$ cat src/rtl/pkg_wr_ctrl_if.sv
// pkg_wr_ctrl_if: packet ingress, RAM write ports and status of one packet write controller.
//   master : packet source / reader side (drives in_*, *_raddr; observes write ports + status)
//   slave  : the write controller (consumes in_*, *_raddr; drives write ports + status)
//   in_valid/in_sop/in_eop/in_qos/in_data : byte beats with sop/eop framing, no backpressure
//   hram_raddr/lram_raddr                 : reader's current read addresses
//   hram_w*/lram_w*                       : registered RAM write strobe/address/word
//   high_real_waddr/low_real_waddr        : committed write pointers seen by the reader
//   drop_pulse/drop_cnt                   : drop event strobe and saturating count
interface pkg_wr_ctrl_if #(
   parameter int unsigned ADDR_WIDTH = 11
);
   logic                  in_valid;
   logic                  in_sop;
   logic                  in_eop;
   logic                  in_qos;
   logic [7:0]            in_data;
   logic [ADDR_WIDTH-1:0] hram_raddr;
   logic [ADDR_WIDTH-1:0] lram_raddr;
   logic                  hram_wen;
   logic [ADDR_WIDTH-1:0] hram_waddr;
   logic [10:0]           hram_wdata;
   logic                  lram_wen;
   logic [ADDR_WIDTH-1:0] lram_waddr;
   logic [10:0]           lram_wdata;
   logic [ADDR_WIDTH-1:0] high_real_waddr;
   logic [ADDR_WIDTH-1:0] low_real_waddr;
   logic                  drop_pulse;
   logic [15:0]           drop_cnt;

   modport master (
      output in_valid, in_sop, in_eop, in_qos, in_data, hram_raddr, lram_raddr,
      input  hram_wen, hram_waddr, hram_wdata, lram_wen, lram_waddr, lram_wdata,
      input  high_real_waddr, low_real_waddr, drop_pulse, drop_cnt
   );

   modport slave (
      input  in_valid, in_sop, in_eop, in_qos, in_data, hram_raddr, lram_raddr,
      output hram_wen, hram_waddr, hram_wdata, lram_wen, lram_waddr, lram_wdata,
      output high_real_waddr, low_real_waddr, drop_pulse, drop_cnt
   );
endinterface

$ cat src/rtl/pkg_wr_ctrl.sv
// pkg_wr_ctrl: per-channel packet write controller. Stores sop/eop framed byte packets into the
// high RAM (descending addresses, qos=1) or low RAM (ascending, qos=0) and publishes the write
// pointers only at packet boundaries. Packets that cannot be stored whole are rolled back.
//   clk   : clock
//   rst_n : asynchronous active-low reset
//   bus   : pkg_wr_ctrl_if.slave (packet input, reader addresses, RAM writes, status)
module pkg_wr_ctrl #(
   parameter int unsigned RAM_DEPTH  = 1144,
   parameter int unsigned ADDR_WIDTH = 11,
   parameter int unsigned MAX_LEN    = 64
) (
   input  logic         clk,
   input  logic         rst_n,
   pkg_wr_ctrl_if.slave bus
);

   localparam logic [ADDR_WIDTH-1:0] TopAddr = ADDR_WIDTH'(RAM_DEPTH - 1);
   localparam int unsigned           CntW    = $clog2(MAX_LEN + 1);

   typedef enum logic [1:0] {StIdle, StWrite, StDiscard} state_e;

   // High side walks down, low side walks up, both wrapping mod RAM_DEPTH.
   function automatic logic [ADDR_WIDTH-1:0] step_ptr(input logic hi,
                                                      input logic [ADDR_WIDTH-1:0] p);
      if (hi) return (p == '0) ? TopAddr : p - 1'b1;
      else    return (p == TopAddr) ? '0 : p + 1'b1;
   endfunction

   // free = (RAM_DEPTH-1) - ((head - tail) mod RAM_DEPTH)
   function automatic logic [ADDR_WIDTH:0] free_slots(input logic [ADDR_WIDTH-1:0] head,
                                                      input logic [ADDR_WIDTH-1:0] tail);
      logic [ADDR_WIDTH:0] used;
      if (head >= tail) used = {1'b0, head} - {1'b0, tail};
      else              used = {1'b0, head} + (ADDR_WIDTH+1)'(RAM_DEPTH) - {1'b0, tail};
      return (ADDR_WIDTH+1)'(RAM_DEPTH - 1) - used;
   endfunction

   state_e                r_state, w_state;
   logic                  r_qos, w_qos;
   logic [CntW-1:0]       r_cnt, w_cnt;
   logic [ADDR_WIDTH-1:0] r_wp_h, w_wp_h, r_wp_l, w_wp_l;   // working pointers
   logic [ADDR_WIDTH-1:0] r_cp_h, w_cp_h, r_cp_l, w_cp_l;   // committed at eop
   logic [ADDR_WIDTH-1:0] r_cpd_h, r_cpd_l, r_real_h, r_real_l;
   logic                  r_hwen, w_hwen, r_lwen, w_lwen;
   logic [ADDR_WIDTH-1:0] r_hwaddr, w_hwaddr, r_lwaddr, w_lwaddr;
   logic [10:0]           r_hwdata, w_hwdata, r_lwdata, w_lwdata;
   logic                  r_drop_pulse;
   logic [15:0]           r_drop_cnt, w_drop_cnt;
   logic [1:0]            w_drops;
   logic [16:0]           w_drop_sum;
   logic [ADDR_WIDTH:0]   w_free_h, w_free_l, w_free_sel;

   // Free space is judged against the pointer committed at eop, which leads the published copy,
   // so a back-to-back sop never counts the previous packet's slots as free.
   assign w_free_h   = free_slots(bus.hram_raddr, r_cp_h);
   assign w_free_l   = free_slots(r_cp_l, bus.lram_raddr);
   assign w_free_sel = bus.in_qos ? w_free_h : w_free_l;

   always_comb begin
      w_state  = r_state;
      w_qos    = r_qos;
      w_cnt    = r_cnt;
      w_wp_h   = r_wp_h;
      w_wp_l   = r_wp_l;
      w_cp_h   = r_cp_h;
      w_cp_l   = r_cp_l;
      w_hwen   = 1'b0;
      w_hwaddr = r_hwaddr;
      w_hwdata = r_hwdata;
      w_lwen   = 1'b0;
      w_lwaddr = r_lwaddr;
      w_lwdata = r_lwdata;
      w_drops  = 2'd0;
      if (bus.in_valid) begin
         if (bus.in_sop) begin
            // A sop inside an open packet aborts it; the sop itself is then judged afresh.
            if (r_state == StWrite) begin
               w_drops = w_drops + 2'd1;
               if (r_qos) w_wp_h = r_cp_h;
               else       w_wp_l = r_cp_l;
            end
            if (w_free_sel >= (ADDR_WIDTH+1)'(MAX_LEN)) begin
               w_qos = bus.in_qos;
               w_cnt = CntW'(1);
               if (bus.in_qos) begin
                  w_hwen   = 1'b1;
                  w_hwaddr = r_cp_h;
                  w_hwdata = {2'b01, bus.in_eop, bus.in_data};
                  w_wp_h   = step_ptr(1'b1, r_cp_h);
                  if (bus.in_eop) w_cp_h = step_ptr(1'b1, r_cp_h);
               end else begin
                  w_lwen   = 1'b1;
                  w_lwaddr = r_cp_l;
                  w_lwdata = {2'b01, bus.in_eop, bus.in_data};
                  w_wp_l   = step_ptr(1'b0, r_cp_l);
                  if (bus.in_eop) w_cp_l = step_ptr(1'b0, r_cp_l);
               end
               w_state = bus.in_eop ? StIdle : StWrite;
            end else begin
               w_drops = w_drops + 2'd1;
               w_state = bus.in_eop ? StIdle : StDiscard;
            end
         end else begin
            case (r_state)
               StIdle: w_drops = 2'd1;  // stray beat outside any packet
               StWrite: begin
                  if (r_cnt == CntW'(MAX_LEN)) begin
                     w_drops = 2'd1;
                     if (r_qos) w_wp_h = r_cp_h;
                     else       w_wp_l = r_cp_l;
                     w_state = bus.in_eop ? StIdle : StDiscard;
                  end else begin
                     w_cnt = r_cnt + 1'b1;
                     if (r_qos) begin
                        w_hwen   = 1'b1;
                        w_hwaddr = r_wp_h;
                        w_hwdata = {2'b00, bus.in_eop, bus.in_data};
                        w_wp_h   = step_ptr(1'b1, r_wp_h);
                        if (bus.in_eop) w_cp_h = step_ptr(1'b1, r_wp_h);
                     end else begin
                        w_lwen   = 1'b1;
                        w_lwaddr = r_wp_l;
                        w_lwdata = {2'b00, bus.in_eop, bus.in_data};
                        w_wp_l   = step_ptr(1'b0, r_wp_l);
                        if (bus.in_eop) w_cp_l = step_ptr(1'b0, r_wp_l);
                     end
                     if (bus.in_eop) w_state = StIdle;
                  end
               end
               StDiscard: if (bus.in_eop) w_state = StIdle;
               default:   w_state = StIdle;
            endcase
         end
      end
      w_drop_sum = {1'b0, r_drop_cnt} + 17'(w_drops);
      w_drop_cnt = w_drop_sum[16] ? 16'hFFFF : w_drop_sum[15:0];
   end

   always_ff @(posedge clk or negedge rst_n) begin
      if (!rst_n) begin
         r_state      <= StIdle;
         r_qos        <= 1'b0;
         r_cnt        <= '0;
         r_wp_h       <= TopAddr;
         r_cp_h       <= TopAddr;
         r_cpd_h      <= TopAddr;
         r_real_h     <= TopAddr;
         r_wp_l       <= '0;
         r_cp_l       <= '0;
         r_cpd_l      <= '0;
         r_real_l     <= '0;
         r_hwen       <= 1'b0;
         r_hwaddr     <= '0;
         r_hwdata     <= '0;
         r_lwen       <= 1'b0;
         r_lwaddr     <= '0;
         r_lwdata     <= '0;
         r_drop_pulse <= 1'b0;
         r_drop_cnt   <= '0;
      end else begin
         r_state      <= w_state;
         r_qos        <= w_qos;
         r_cnt        <= w_cnt;
         r_wp_h       <= w_wp_h;
         r_cp_h       <= w_cp_h;
         r_wp_l       <= w_wp_l;
         r_cp_l       <= w_cp_l;
         // Publish two edges after eop: one cycle after the eop word hits the RAM.
         r_cpd_h      <= r_cp_h;
         r_real_h     <= r_cpd_h;
         r_cpd_l      <= r_cp_l;
         r_real_l     <= r_cpd_l;
         r_hwen       <= w_hwen;
         r_hwaddr     <= w_hwaddr;
         r_hwdata     <= w_hwdata;
         r_lwen       <= w_lwen;
         r_lwaddr     <= w_lwaddr;
         r_lwdata     <= w_lwdata;
         r_drop_pulse <= (w_drops != 2'd0);
         r_drop_cnt   <= w_drop_cnt;
      end
   end

   assign bus.hram_wen        = r_hwen;
   assign bus.hram_waddr      = r_hwaddr;
   assign bus.hram_wdata      = r_hwdata;
   assign bus.lram_wen        = r_lwen;
   assign bus.lram_waddr      = r_lwaddr;
   assign bus.lram_wdata      = r_lwdata;
   assign bus.high_real_waddr = r_real_h;
   assign bus.low_real_waddr  = r_real_l;
   assign bus.drop_pulse      = r_drop_pulse;
   assign bus.drop_cnt        = r_drop_cnt;

endmodule

$ cat src/flat_wrapper.sv
// flat-port wrapper written by rule: the top's interface ports become plain ports
module pkg_wr_ctrl_flat 
#(
   parameter int unsigned RAM_DEPTH  = 1144,
   parameter int unsigned ADDR_WIDTH = 11,
   parameter int unsigned MAX_LEN    = 64
)
  (clk, rst_n, bus_in_valid, bus_in_sop, bus_in_eop, bus_in_qos, bus_in_data, bus_hram_raddr, bus_lram_raddr, bus_hram_wen, bus_hram_waddr, bus_hram_wdata, bus_lram_wen, bus_lram_waddr, bus_lram_wdata, bus_high_real_waddr, bus_low_real_waddr, bus_drop_pulse, bus_drop_cnt);
  pkg_wr_ctrl_if #(.ADDR_WIDTH(ADDR_WIDTH)) bus_i ();
  input  logic clk;
  input  logic rst_n;
  input wire logic [$bits(bus_i.in_valid)-1:0] bus_in_valid;
  input wire logic [$bits(bus_i.in_sop)-1:0] bus_in_sop;
  input wire logic [$bits(bus_i.in_eop)-1:0] bus_in_eop;
  input wire logic [$bits(bus_i.in_qos)-1:0] bus_in_qos;
  input wire logic [$bits(bus_i.in_data)-1:0] bus_in_data;
  input wire logic [$bits(bus_i.hram_raddr)-1:0] bus_hram_raddr;
  input wire logic [$bits(bus_i.lram_raddr)-1:0] bus_lram_raddr;
  output wire logic [$bits(bus_i.hram_wen)-1:0] bus_hram_wen;
  output wire logic [$bits(bus_i.hram_waddr)-1:0] bus_hram_waddr;
  output wire logic [$bits(bus_i.hram_wdata)-1:0] bus_hram_wdata;
  output wire logic [$bits(bus_i.lram_wen)-1:0] bus_lram_wen;
  output wire logic [$bits(bus_i.lram_waddr)-1:0] bus_lram_waddr;
  output wire logic [$bits(bus_i.lram_wdata)-1:0] bus_lram_wdata;
  output wire logic [$bits(bus_i.high_real_waddr)-1:0] bus_high_real_waddr;
  output wire logic [$bits(bus_i.low_real_waddr)-1:0] bus_low_real_waddr;
  output wire logic [$bits(bus_i.drop_pulse)-1:0] bus_drop_pulse;
  output wire logic [$bits(bus_i.drop_cnt)-1:0] bus_drop_cnt;
  assign bus_i.in_valid = bus_in_valid;
  assign bus_i.in_sop = bus_in_sop;
  assign bus_i.in_eop = bus_in_eop;
  assign bus_i.in_qos = bus_in_qos;
  assign bus_i.in_data = bus_in_data;
  assign bus_i.hram_raddr = bus_hram_raddr;
  assign bus_i.lram_raddr = bus_lram_raddr;
  assign bus_hram_wen = bus_i.hram_wen;
  assign bus_hram_waddr = bus_i.hram_waddr;
  assign bus_hram_wdata = bus_i.hram_wdata;
  assign bus_lram_wen = bus_i.lram_wen;
  assign bus_lram_waddr = bus_i.lram_waddr;
  assign bus_lram_wdata = bus_i.lram_wdata;
  assign bus_high_real_waddr = bus_i.high_real_waddr;
  assign bus_low_real_waddr = bus_i.low_real_waddr;
  assign bus_drop_pulse = bus_i.drop_pulse;
  assign bus_drop_cnt = bus_i.drop_cnt;
  pkg_wr_ctrl #(.RAM_DEPTH(RAM_DEPTH), .ADDR_WIDTH(ADDR_WIDTH), .MAX_LEN(MAX_LEN)) u_core (.clk(clk), .rst_n(rst_n), .bus(bus_i));
endmodule
$ cat config.mk
export PLATFORM = sky130hd
export DESIGN_NAME = pkg_wr_ctrl_flat
export DESIGN_NICKNAME = d
export VERILOG_FILES = /design/src/rtl/pkg_wr_ctrl_if.sv /design/src/rtl/pkg_wr_ctrl.sv /design/src/flat_wrapper.sv
export SDC_FILE = /design/constraint.sdc
export NUM_CORES = 1
export LEC_CHECK = 0
export ABC_CLOCK_PERIOD_IN_PS = 5300
export CAP_MARGIN = 20
export CELL_PAD_IN_SITES_DETAIL_PLACEMENT = 0
export CELL_PAD_IN_SITES_GLOBAL_PLACEMENT = 1
export CORE_UTILIZATION = 40
export CTS_BUF_LIST = sky130_fd_sc_hd__clkbuf_16
export CTS_CLUSTER_DIAMETER = 30
export DETAILED_ROUTE_END_ITERATION = 6
export GPL_ROUTABILITY_DRIVEN = 0
export PLACE_DENSITY = 0.88
export SETUP_SLACK_MARGIN = 0.2
export SLEW_MARGIN = 20
export SYNTH_ARGS = -nofsm -noshare
export SYNTH_HDL_FRONTEND = slang
export SYNTH_SLANG_ARGS = --single-unit
$ cat constraint.sdc
create_clock -name clk -period 5.3 [get_ports clk]
set_input_delay 1.59 -clock clk [delete_from_list [all_inputs] [get_ports clk]]
set_output_delay 1.59 -clock clk [all_outputs]
set_load 0.01 [all_outputs]
==> flow_summary.json, run 1 <==
{
  "vias": 10700,
  "die-area_um2": 29100,
  "area_growth_pct": 35.9,
  "final_common_cell": "buf_4",
  "end_kind": "register",
  "wl_per_cell_um": 17.8,
  "avgViaCountPerCell": 5.53,
  "drtIter0Drc": 874,
  "die_x_um": 171,
  "stdcell_count": 1931,
  "nets": 1658,
  "clock-root-buffer": "clkbuf_16",
  "setup_viol": 16,
  "numCtsBuffers": 17,
  "yosysSeqAreaShare": 0.353,
  "pin_count": 121,
  "final_hold_viol_count": 0,
  "critPathMaxFanout": 4,
  "fin_crit_ns": 5.92,
  "totalPowerFinal_w": 0.00926,
  "synth_top_area_frac": 0.288,
  "drt_wl_total_mm": 34.3,
  "die_h_um": 171,
  "gr-total-overflow": 0,
  "synth_top_flop_cell": "dfrtp_1",
  "synth.cell_area_um2": 11400,
  "start_kind": "input port",
  "p_int_w": 0.00537,
  "syn-mean-instance-area_um2": 8.89,
  "hpwlAfterDp_mm": 24.3,
  "clkPwrFrac": 0.137,
  "max_freq_mhz": 169,
  "synth_seq_cells": 159,
  "drc": 0,
  "slew-limit-headroom": 0.422,
  "clk_latency_ns": 0.44,
  "dp_slack_ns": -1.58,
  "place_inst": 1877,
  "fin_hold_ws_ns": 0.348,
  "fillers": 2462,
  "yosysTopAreaCell": "dfrtp_1",
  "io_buffer_count": 118,
  "path_clk_slew_ns": 0.07,
  "synthCells": 1280,
  "antenna_found_initial": 0,
  "cap_violations": 0,
  "tns_ns": -9.12,
  "clock_path_buffers": 2,
  "numClockSinks": 159,
  "rsz0062_at_grt": "yes",
  "crit_arrival_ns": 6.24,
  "cts_max_level": 4,
  "num_rows": 61,
  "coreArea_um2": 27900,
  "p_seq_frac": 0.236,
  "grt_max_degree": 88,
  "setup_ws_ns": -0.624,
  "comb_power_share": 0.627,
  "final_max_slew_viol_count": 0,
  "netSwitchingFraction": 0.420,
  "power_leakage_nw": 6.85,
  "ys_types": 92,
  "power_density_nw_per_um2": 599,
  "cp_data_required_time_ns": 5.62,
  "grtUsageTotal": 0.239,
  "violations": "negative setup slack",
  "fin_crit_sh": 1.12,
  "worst_slew_pin_slew_ns": 0.866,
  "async_flop_share": 1.00,
  "cts_tree": "built",
  "synth_edf_count": 0,
  "p_switching_w": 0.00389,
  "drive_above_1_share": 0.265,
  "synth_area_leaders": "dfrtp_1 29%, ha_1 7.4%, dfstp_2 6.5%",
  "start_util": 0.408,
  "peakVddDrop_mv": 0.349,
  "ant_nets": 0,
  "n_antenna_cell": 0,
  "worstSetupPathType": "input port to register",
  "fin_worst_skew_ns": 0.0128,
  "grt_pass1_vias": 10400,
  "ys_warn_count": 0,
  "status": "finished with violations",
  "grt_pass1_wl_mm": 54.7,
  "dr.pass1.iters": 5,
  "hold_class": "register to register",
  "layout_common_cells": "183 x buf_4, 131 x dfrtp_1, 111 x nand2_1"
}
==> cell usage after synthesis (13+ instances only) <==
master	number
nor2b_1	13
nor3_1	22
a21oi_1	68
nor2_1	109
xnor2_1	36
xor2_1	23
clkbuf_1	45
inv_1	101
fa_1	15
mux2i_1	45
and3_1	18
dfstp_2	28
nand2_1	121
o211ai_1	17
dfrtp_1	131
o21ai_0	74
nand3_1	41
a31oi_1	20
ha_1	67
==> area by class of cell <==
class | instances | area [µm²] | share of cell area
Multi-Input combinational cell | 945 | 7240 | 0.468
Inverter | 103 | 389 | 0.0252
Tap cell | 378 | 473 | 0.0306
Clock buffer | 19 | 475 | 0.0307
Timing Repair Buffer | 314 | 2750 | 0.178
Sequential cell | 159 | 4010 | 0.260
Clock inverter | 13 | 121 | 0.00785
==> stage by stage <==
step	util	area (µm²)
2_1_floorplan	-	11500
3_3_place_gp	0.508	14100
3_5_place_dp	0.508	14100
4_1_cts	0.547	15200
5_1_grt	0.555	15500
6_report	0.555	15500
==> flip-flops by register name (all words and copies together) (netlist names) <==
name                        cells
u_core.r_cp_l                  11
u_core.bus.lram_wdata          10
u_core.bus.lram_wen             1
u_core.r_wp_l                  11
u_core.bus.lram_waddr          11
u_core.r_cnt                    7
u_core.bus.low_real_waddr      11
u_core.r_qos                    1
u_core.bus.drop_cnt            16
u_core.r_state                  2
u_core.bus.hram_waddr          11
u_core.r_wp_h                  11
u_core.r_cpd_l                 11
u_core.bus.hram_wdata          10
u_core.bus.hram_wen             1
u_core.bus.high_real_waddr     11
u_core.r_cp_h                  11
u_core.bus.drop_pulse           1
u_core.r_cpd_h                 11
==> worst max-delay path, cell delays in order <==
cell and delay (ns):
buf_8 0.08, inv_4 0.03, ha_4 0.26, ha_4 0.13
inv_2 0.04, fa_2 0.41, and3b_1 0.27, a22oi_2 0.10
a2111oi_4 0.39, nor3_1 0.11, o21ba_2 0.23, xnor2_1 0.16
a21boi_1 0.11, mux2_4 0.29, and3_4 0.20, ha_4 0.25
o211a_1 0.16, ha_2 0.19, inv_2 0.04, fa_2 0.34
nor2b_2 0.14, nand4_1 0.20, nor2_1 0.22, mux2_4 0.32
==> logic make-up (layout without fill, tap and decap cells) <==
kind of cell,after synthesis,in the layout,share of synthesized area
AO/OA/AOI/OAI,332,332,0.202
XOR/XNOR,59,59,0.0454
adder cells (fa/ha/maj),82,82,0.100
buffers and inverters,178,449,0.0661
flip-flops,159,159,0.353
multiplexers,70,70,0.0670
other,1,2,0.000330
AND/OR/NAND/NOR,399,400,0.166
==> per-layer routing <==
metal,track usage,part of all wire
met1,0.315,0.44
met2,0.398,0.48
met3,0.0435,0.065
met4,0.0654,0.017
met5,0,0
==> power groups by stage <==
stage / combinational, W / clock [W] / sequential [W]
detailed placement: 0.00525 / 0 / 0.00218
floorplan: 0.00299 / 0 / 0.00220
CTS: 0.00558 / 0.00129 / 0.00218
finish: 0.00581 / 0.00127 / 0.00219
global route: 0.00631 / 0.00134 / 0.00226
global placement: 0.00516 / 0 / 0.00217
==> final timing paths <==
kind	startpoint	endpoint	slack [ns]	cells past startpoint
worst min-delay path	u_core.r_cpd_l[8]	u_core.bus.low_real_waddr[8]	0.35	0
max in group asynchronous	rst_n	u_core.r_cnt[6]	3.23	2
worst max-delay path	bus_lram_raddr[1]	u_core.bus.drop_cnt[12]	-0.62	24
worst min register to register	u_core.r_cpd_l[8]	u_core.bus.low_real_waddr[8]	0.35	0
worst max register to register	u_core.r_cp_h[2]	u_core.bus.drop_cnt[12]	0.02	24
min in group asynchronous	rst_n	u_core.r_cpd_l[10]	1.19	1
==> what timing repair did <==
item	CTS	global route
hold buffers	0	0
pin swaps	46	20
setup buffers	16	4
gates cloned	1	1
gates resized for setup	137	45
setup endpoints to repair	114	99
No activity file was read; power rests on OpenSTA's default activity.
==> inputs of run 2 (changes only) <==
--- a/config.mk
+++ b/config.mk
@@ -16,7 +16,7 @@
 export GPL_ROUTABILITY_DRIVEN = 0
 export PLACE_DENSITY = 0.88
 export SETUP_SLACK_MARGIN = 0.2
-export SLEW_MARGIN = 20
+export SLEW_MARGIN = 10
 export SYNTH_ARGS = -nofsm -noshare
 export SYNTH_HDL_FRONTEND = slang
 export SYNTH_SLANG_ARGS = --single-unit
==> results of run 2 <==
The final DEF is identical to that of run 1; final timing and power are the same.
==> inputs of run 3 (changes only) <==
--- a/config.mk
+++ b/config.mk
@@ -14,6 +14,7 @@
 export CTS_CLUSTER_DIAMETER = 30
 export DETAILED_ROUTE_END_ITERATION = 6
 export GPL_ROUTABILITY_DRIVEN = 0
+export MAX_ROUTING_LAYER = met4
 export PLACE_DENSITY = 0.88
 export SETUP_SLACK_MARGIN = 0.2
 export SLEW_MARGIN = 10
==> flow_summary.json, run 3 (synthesis results as in run 1) <==
{
  "reg2regPathDepth": 24,
  "largest_register_ffs": 16,
  "drtIter0Drc": 926,
  "power_density_nw_per_um2": 600,
  "setup_viol": 16,
  "clkPwrFrac": 0.136,
  "max_freq_mhz": 169,
  "ant_nets": 0,
  "antenna_found_initial": 0,
  "final_core_util": 0.555,
  "setup_ws_ns": -0.617,
  "drt_wl_total_mm": 34.3,
  "drc": 0,
  "grt_max_degree": 88,
  "grt_pass1_vias": 10400,
  "clock-root-buffer": "clkbuf_16",
  "grtUsageTotal": 0.246,
  "netSwitchingFraction": 0.420,
  "pin_count": 121,
  "cts_max_level": 4,
  "p_seq_frac": 0.236,
  "fin_worst_skew_ns": 0.0122,
  "comb_power_share": 0.628,
  "path_clk_slew_ns": 0.07,
  "start_util": 0.408,
  "hold_path_depth": 0,
  "peakVddDrop_mv": 0.348,
  "fillers": 2462,
  "slew-limit-headroom": 0.426,
  "crit_arrival_ns": 6.23,
  "cp_data_required_time_ns": 5.62,
  "vias": 10700,
  "p_int_w": 0.00539,
  "die-area_um2": 29100,
  "critPathMaxFanout": 4,
  "cts_tree": "built",
  "n_antenna_cell": 0,
  "numCtsBuffers": 17,
  "grt_pass1_wl_mm": 54.7,
  "hold_class": "register to register",
  "p_switching_w": 0.00390,
  "die_h_um": 171,
  "rsz0062_at_grt": "yes",
  "numClockSinks": 159,
  "place_inst": 1877,
  "final_area_um2": 15500,
  "final_common_cell": "buf_4",
  "gr-total-overflow": 0,
  "clk_latency_ns": 0.43,
  "io_buffer_count": 118,
  "worst_slew_pin_slew_ns": 0.860,
  "layout_common_cells": "183 x buf_4, 131 x dfrtp_1, 111 x nand2_1",
  "nets": 1658,
  "dr.pass1.iters": 5,
  "wl_per_cell_um": 17.8,
  "status": "finished with violations",
  "end_kind": "register",
  "place_area_um2": 14100,
  "hpwlAfterDp_mm": 24.3,
  "fin_crit_ns": 5.92,
  "final_max_slew_viol_count": 0,
  "die_x_um": 171,
  "dp_slack_ns": -1.58,
  "power_leakage_nw": 6.86,
  "num_rows": 61,
  "final_hold_viol_count": 0,
  "start_kind": "input port",
  "clock_path_buffers": 2,
  "violations": "negative setup slack",
  "coreArea_um2": 27900,
  "cap_violations": 0,
  "drive_above_1_share": 0.265,
  "worstSetupPathType": "input port to register",
  "area_growth_pct": 36.0,
  "fin_crit_sh": 1.12,
  "stdcell_count": 1931,
  "avgViaCountPerCell": 5.55
}
-- run 3: cell counts in the layout (fill, tap and decap cells not counted) --
No cell type changed its count.
-- run 3: layer usage --
layer  GRT usage  routed length (µm)  vias to the layer above
li1            -                   -                     5042
met1       0.316               15000                     5226
met5           -                   0                        -
met3      0.0398                2020                       51
met2       0.399               16600                      398
met4      0.0654                 672                        0
-- run 3: final timing paths --
kind                       slack [ns]               from                            to
max                             -0.62  bus_lram_raddr[5]       u_core.bus.drop_cnt[12]
min                              0.35  u_core.r_cpd_l[8]  u_core.bus.low_real_waddr[8]
max reg2reg                      0.03   u_core.r_cp_h[2]       u_core.bus.drop_cnt[12]
min reg2reg                      0.35  u_core.r_cpd_l[8]  u_core.bus.low_real_waddr[8]
max in group asynchronous        3.20              rst_n               u_core.r_cnt[6]
min in group asynchronous        1.22              rst_n  u_core.bus.low_real_waddr[4]
-- run 3: power by group through the flow --
| stage | combinational (W) | clock, W | sequential [W] |
|---|---|---|---|
| 6_report | 0.00583 | 0.00127 | 0.00219 |
| 5_1_grt | 0.00633 | 0.00134 | 0.00226 |
| 4_1_cts | 0.00558 | 0.00129 | 0.00218 |
| 3_5_place_dp | 0.00525 | 0 | 0.00218 |
| 3_3_place_gp | 0.00516 | 0 | 0.00217 |
| 2_1_floorplan | 0.00299 | 0 | 0.00220 |
-- run 3: layout make-up --
type / count / area, µm² / share of cell area
Tap cell: 378 / 473 / 0.0306
Inverter: 103 / 389 / 0.0251
Clock inverter: 13 / 121 / 0.00784
Clock buffer: 19 / 475 / 0.0307
Sequential cell: 159 / 4010 / 0.259
Timing Repair Buffer: 314 / 2750 / 0.178
Multi-Input combinational cell: 945 / 7250 / 0.469
-- run 3: stage by stage --
step	total power [W]	hold slack, ns	TNS (ns)
floorplan	0.00518	0.331	-13.51
global placement	0.00733	0.331	-61.20
detailed placement	0.00742	0.335	-73.30
CTS	0.00906	0.349	-8.92
global route	0.00992	0.350	-12.56
finish	0.00928	0.348	-9.14
-- run 3: critical path, cell delays in order --
cell             delay, ns
clkdlybuf4s15_1       0.22
inv_1                 0.09
ha_4                  0.28
buf_4                 0.11
nand4_1               0.15
a311oi_2              0.32
o22ai_2               0.15
buf_4                 0.16
mux2i_2               0.15
mux2i_1               0.21
ha_2                  0.23
inv_2                 0.04
a41oi_1               0.22
nand4b_1              0.22
o31ai_4               0.11
and3_4                0.26
ha_4                  0.13
o211a_1               0.16
ha_2                  0.19
inv_2                 0.04
fa_2                  0.34
nor2b_2               0.13
nand4_1               0.20
nor2_1                0.22
mux2_4                0.32
-- run 3: what timing repair did --
action,4_1_cts,5_1_grt
buffers inserted,16,4
gates cloned,1,1
gates resized for setup,137,46
pin swaps,46,21
hold buffers,0,0
endpoints found under the setup margin,114,99
